--- src/rtl/if_fetch_stage_if.sv ---
// Instruction-memory request/response bus between the fetch stage and imem.
// One request at a time: req/ready handshake on the address, rvalid on the data.
interface if_fetch_stage_if;
  logic        req;
  logic [31:0] addr;
  logic        ready;
  logic        rvalid;
  logic [31:0] rdata;

  modport master (
    output req,
    output addr,
    input  ready,
    input  rvalid,
    input  rdata
  );

  modport slave (
    input  req,
    input  addr,
    output ready,
    output rvalid,
    output rdata
  );
endinterface

--- src/rtl/if_fetch_stage.sv ---
// Instruction-fetch stage: owns the PC, runs one imem transaction at a time,
// buffers the returned word and presents it to the IF/ID register.
module if_fetch_stage #(
  parameter logic [31:0] RESET_PC    = 32'h0000_0000,
  parameter logic [31:0] BUBBLE_INST = 32'h0000_0000
) (
  input  logic                     clk,
  input  logic                     reset,
  input  logic [4:0]               stall,
  input  logic                     br,
  input  logic [31:0]              br_target,
  if_fetch_stage_if.master         imem,
  output logic [31:0]              pc_if,
  output logic [31:0]              inst_if,
  output logic                     inst_valid_if,
  output logic                     stallreq_if
);

  typedef enum logic [1:0] {
    IDLE = 2'd0,
    REQ  = 2'd1,
    WAIT = 2'd2,
    FULL = 2'd3
  } state_t;

  state_t      state, state_n;
  logic [31:0] pc, pc_n;
  logic        drop, drop_n;
  logic [31:0] buffer;
  logic        load;
  logic        consume;

  // Only the PC/IF hold bit and the word-aligned part of the target matter here.
  logic unused_inputs;
  assign unused_inputs = ^{stall[4:1], br_target[1:0]};

  assign consume = (state == FULL) && !stall[0] && !br;

  // NOTE: sequential state uses non-blocking assignments so every register
  // samples the pre-edge values, independent of statement order.
  always_ff @(posedge clk or negedge reset) begin
    if (!reset) begin
      state <= IDLE;
      pc    <= RESET_PC;
      drop  <= 1'b0;
    end else begin
      state <= state_n;
      pc    <= pc_n;
      drop  <= drop_n;
    end
  end

  // NOTE: the instruction buffer has no reset; its contents are only visible
  // when state == FULL, which is reachable only after a load.
  always_ff @(posedge clk) begin
    if (load) buffer <= imem.rdata;
  end

  // NOTE: every variable gets its default first, so no path leaves one
  // unassigned and no latch is inferred.
  always_comb begin
    state_n = state;
    pc_n    = pc;
    drop_n  = drop;
    load    = 1'b0;

    if (br) begin
      // A redirect wins over stall and over any data landing this cycle.
      pc_n = {br_target[31:2], 2'b00};
      unique case (state)
        IDLE: state_n = REQ;
        REQ: begin
          if (imem.ready) begin
            state_n = WAIT;
            drop_n  = 1'b1;
          end
        end
        WAIT: begin
          if (imem.rvalid) begin
            state_n = REQ;
            drop_n  = 1'b0;
          end else begin
            drop_n  = 1'b1;
          end
        end
        FULL: state_n = REQ;
        default: state_n = IDLE;
      endcase
    end else begin
      unique case (state)
        IDLE: state_n = REQ;
        REQ: begin
          if (imem.ready) state_n = WAIT;
        end
        WAIT: begin
          if (imem.rvalid) begin
            if (drop) begin
              drop_n  = 1'b0;
              state_n = REQ;
            end else begin
              load    = 1'b1;
              state_n = FULL;
            end
          end
        end
        FULL: begin
          if (consume) begin
            pc_n    = pc + 32'd4;
            state_n = REQ;
          end
        end
        default: state_n = IDLE;
      endcase
    end
  end

  // All outputs decode from registered state, so imem.rdata never reaches
  // inst_if combinationally.
  assign imem.req      = (state == REQ);
  assign imem.addr     = pc;
  assign inst_valid_if = (state == FULL);
  assign stallreq_if   = ~inst_valid_if;
  assign pc_if         = inst_valid_if ? pc : 32'h0000_0000;
  assign inst_if       = inst_valid_if ? buffer : BUBBLE_INST;

endmodule

--- src/flat_wrapper.sv ---
// flat-port wrapper written by rule: the top's interface ports become plain ports
module if_fetch_stage_flat 
#(
  parameter logic [31:0] RESET_PC    = 32'h0000_0000,
  parameter logic [31:0] BUBBLE_INST = 32'h0000_0000
)
  (clk, reset, stall, br, br_target, pc_if, inst_if, inst_valid_if, stallreq_if, imem_req, imem_addr, imem_ready, imem_rvalid, imem_rdata);
  if_fetch_stage_if imem_i ();
  input  logic clk;
  input  logic reset;
  input  logic [4:0] stall;
  input  logic br;
  input  logic [31:0] br_target;
  output logic [31:0] pc_if;
  output logic [31:0] inst_if;
  output logic inst_valid_if;
  output logic stallreq_if;
  output wire logic [$bits(imem_i.req)-1:0] imem_req;
  output wire logic [$bits(imem_i.addr)-1:0] imem_addr;
  input wire logic [$bits(imem_i.ready)-1:0] imem_ready;
  input wire logic [$bits(imem_i.rvalid)-1:0] imem_rvalid;
  input wire logic [$bits(imem_i.rdata)-1:0] imem_rdata;
  assign imem_req = imem_i.req;
  assign imem_addr = imem_i.addr;
  assign imem_i.ready = imem_ready;
  assign imem_i.rvalid = imem_rvalid;
  assign imem_i.rdata = imem_rdata;
  if_fetch_stage #(.RESET_PC(RESET_PC), .BUBBLE_INST(BUBBLE_INST)) u_core (.clk(clk), .reset(reset), .stall(stall), .br(br), .br_target(br_target), .imem(imem_i), .pc_if(pc_if), .inst_if(inst_if), .inst_valid_if(inst_valid_if), .stallreq_if(stallreq_if));
endmodule
--- config.mk ---
export PLATFORM = sky130hd
export DESIGN_NAME = if_fetch_stage_flat
export DESIGN_NICKNAME = d
export VERILOG_FILES = /design/src/rtl/if_fetch_stage_if.sv /design/src/rtl/if_fetch_stage.sv /design/src/flat_wrapper.sv
export SDC_FILE = /design/constraint.sdc
export NUM_CORES = 1
export LEC_CHECK = 0
export ABC_AREA = 1
export CAP_MARGIN = 25
export CORE_AREA = 3 3 105 107
export DETAILED_ROUTE_END_ITERATION = 8
export DIE_AREA = 0 0 108 110
export HOLD_SLACK_MARGIN = 0.15
export PLACE_DENSITY = 0.75
export SLEW_MARGIN = 20
export SYNTH_ARGS = -nofsm -noshare
export SYNTH_HDL_FRONTEND = slang
export SYNTH_SLANG_ARGS = --single-unit
--- constraint.sdc ---
create_clock -name clk -period 3.42 [get_ports clk]
set_clock_uncertainty 0.2 [all_clocks]
set_input_delay 0.684 -clock clk [delete_from_list [all_inputs] [get_ports clk]]
set_output_delay 0.684 -clock clk [all_outputs]
set_load 0.05 [all_outputs]
==> results.yml <==
clock_tree:
  cts_num_sinks: 65
  cts.hold.buffers_added: 0
  clockRootBuffer: "clkbuf_8"
  cts-resized-gates: 0
  clock_tree_from_tritoncts: "built"
  tritoncts.num_buffers: 9
  cts.htree.levels: 3
  clkTransAtPathRegs_ns: 0.07
  cts.repair_timing.setup_buffer_count: 0
  cts.path.max_buffers: 2
  worstSkewPairLatency_ns: 0.35
setup_path:
  critical_path_required_ns: 2.54
  worst-setup-path-type: "flip-flop to output pin"
  worstSetupStartpointType: "flip-flop"
  worstPathArrival_ns: 2.38
  cp_slowest_cell: "clkdlybuf4s50_1"
  critical_path_sink_type: "output pin"
  crit_path_cell_trace: "ha_2 > buf_12 > nand2_1 > inv_1 > clkdlybuf4s50_1"
  path_max_fanout: 38
  critPathMaxStageDelay_ns: 0.81
yosys:
  synth_seq_area_share_pct: 45.3
  synth_cells: 540
  synth.cells.most_frequent: "nand2_1 (183), inv_1 (110), nand3_1 (45)"
  yosysTopAreaCellShare_pct: 24.3
  async_flop_share_pct: 50.8
  synth_edf_count: 32
  yosys.cell_types.count: 33
  yosysTopAreaCell: "edfxtp_1"
  ys.warnings.count: 0
  synth.top_cells.by_area: "edfxtp_1 (24%), dfrtp_1 (21%), nand2_1 (17%)"
  count_leader_synth: "nand2_1"
  primary_ff_master_synth: "dfrtp_1"
  ys_ff_latch: 65
  mappedNetlistArea_sq_um: 3950
  post_synth.cell_area_avg_sq_um: 7.31
sta:
  min_period_over_period_pct: 95.5
  hold-worst-slack_ns: 0.371
  pins_over_their_slew_limit: 0
  finalSetupViolCount: 0
  worst_pin_slew_ns: 0.594
  finalHoldViolations: 0
  totalNegativeSetupSlack_ns: 0
  max_clock_freq_mhz: 306
  post-route-min-period_ns: 3.27
  slew-limit-headroom_pct: 60.3
  grt_setup_unrepaired: "false"
die:
  fp.coreArea_sq_um: 10200
  start_util_pct: 38.6
  die_height_microns: 110
  rows: 37
  die_w_microns: 108
  fp.dieArea_sq_um: 11900
  design.portCount: 173
route:
  route.detailed.wl_per_inst_microns: 13.7
  remaining_drcs: 0
  drtAntennaViolNets: 0
  drt-pass1-iter-count: 4
  via_count: 3876
  postRouteWirelength_mm: 11.6
  route.detailed.vias_per_inst: 4.58
  dr.first_iter.drc_count: 190
status:
  outcome: "finished clean"
finish:
  area_delta_synth_final_pct: 50.3
  finish.net_count: 783
  num_antenna_cells: 0
  drive_gt1_share_pct: 7.32
  layout.cell_area.non_filler_sq_um: 5930
global_routing:
  maximum_number_of_pins_on_one_net_before_global_route_repair: 39
  grt_antenna_before_repair: 0
  grt_pass1_wl_mm: 18.7
  overflow: 0
  groute.usage.overall_pct: 20.2
  first_global_vias: 3754
place:
  port_buffers: 162
  detailedPlacementHpwl_mm: 8.73
  post_dp_cell_area_sq_um: 5710
  gpl.final_weighted_congestion: 0.854
power:
  power_leakage_nw: 2.91
  pwr_density_cell_nw_per_um2: 540
  peakVddDrop_uv: 306
flow_run:
  drv.max_cap_violation_count: 0
min_path:
  hold_class: "flip-flop to flip-flop"
==> flip-flops by register name (all words and copies together) (netlist names) <==
register	count
u_core.buffer	32
u_core.state	2
u_core.imem.addr	30
u_core.drop	1
==> cell type report <==
type	instances	area [sq um]
fill	926	4300
multi-input combinational	348	1660
clock buffer	12	145
clock inverter	4	67.6
timing repair buffer	170	1680
sequential	65	1790
inverter	111	417
tap	136	170
==> placed cells by master, fill, tap and decap left out, types with 2 or more instances in the layout <==
master / Yosys / layout
nand2_2: 3 / 3
nor2_1: 39 / 39
a21oi_1: 6 / 6
clkdlybuf4s50_1: 0 / 154
o21bai_1: 5 / 5
nor3_1: 4 / 3
inv_1: 110 / 110
o21ai_0: 14 / 14
nor2_2: 7 / 7
nand2_4: 3 / 3
nand3_1: 45 / 45
buf_4: 6 / 13
nand2_1: 183 / 183
dfrtp_1: 33 / 33
conb_1: 1 / 4
xnor2_1: 3 / 3
clkbuf_1: 7 / 2
bufinv_16: 0 / 2
nor2_4: 9 / 9
clkinv_1: 0 / 2
o22ai_1: 2 / 2
clkbuf_8: 0 / 10
ha_1: 4 / 3
edfxtp_1: 32 / 32
xor2_1: 5 / 5
dlymetal6s2s_1: 0 / 2
o211ai_1: 4 / 4
==> metrics by stage <==
| step | util [%] | worst slack, ns | std cells | power [mW] |
|---|---|---|---|---|
| 2_1_floorplan | - | 0.643 | 543 | 1.97 |
| 3_3_place_gp | 55.9 | 0.553 | 830 | 2.47 |
| 3_5_place_dp | 55.9 | 0.509 | 830 | 2.50 |
| 4_1_cts | 57.9 | 0.0928 | 846 | 3.23 |
| 5_1_grt | 58.0 | 0.00548 | 846 | 3.38 |
| 6_report | 58.0 | 0.153 | 846 | 3.20 |
==> power by group <==
group | switching, mW | internal [mW] | leakage, nW
Clock | 0.297 | 0.427 | 0.106
Sequential | 0.116 | 0.894 | 0.683
Combinational | 0.983 | 0.485 | 2.12
Total | 1.40 | 1.81 | 2.91
==> worst max-delay path: cells and delay by family (launching register included) <==
family / cells / cell delay, ns
adder cells (fa/ha/maj): 1 / 0.43
buffers and inverters: 3 / 1.13
flip-flops: 1 / 0.40
AND/OR/NAND/NOR: 1 / 0.07
==> cells by family (layout without fill, tap and decap cells) <==
kind of cell,after synthesis,in the layout,synth area share [%]
AND/OR/NAND/NOR,296,296,32.9
buffers and inverters,130,297,13.3
flip-flops,65,65,45.3
AO/OA/AOI/OAI,36,36,5.42
XOR/XNOR,8,8,1.78
adder cells (fa/ha/maj),4,4,1.27
other,1,4,0.0950
==> final timing paths <==
| kind | from | to | slack [ns] | depth (start not counted) |
|---|---|---|---|---|
| setup / recovery | u_core.state[1]$_DFFE_PN0P_ | inst_if[19] | 0.15 | 5 |
| hold / removal | u_core.imem.addr[2]$_DFFE_PN0P_ | u_core.imem.addr[2]$_DFFE_PN0P_ | 0.37 | 1 |
| setup reg to reg | u_core.state[0]$_DFFE_PN0P_ | u_core.imem.addr[7]$_DFFE_PN0P_ | 1.42 | 6 |
| hold reg to reg | u_core.imem.addr[2]$_DFFE_PN0P_ | u_core.imem.addr[2]$_DFFE_PN0P_ | 0.37 | 1 |
| max in group asynchronous | reset | u_core.state[0]$_DFFE_PN0P_ | 2.15 | 2 |
| min in group asynchronous | reset | u_core.imem.addr[16]$_DFFE_PN0P_ | 0.55 | 2 |
==> per-layer routing <==
layer	part of all wire, %	wire length [microns]	global-route usage (%)
met4	0.87	101	5.50
met1	41	4810	24.1
met3	9.4	1100	7.80
met2	48	5600	34.3
met5	0	0	0
(Power assumes the default switching activity.)
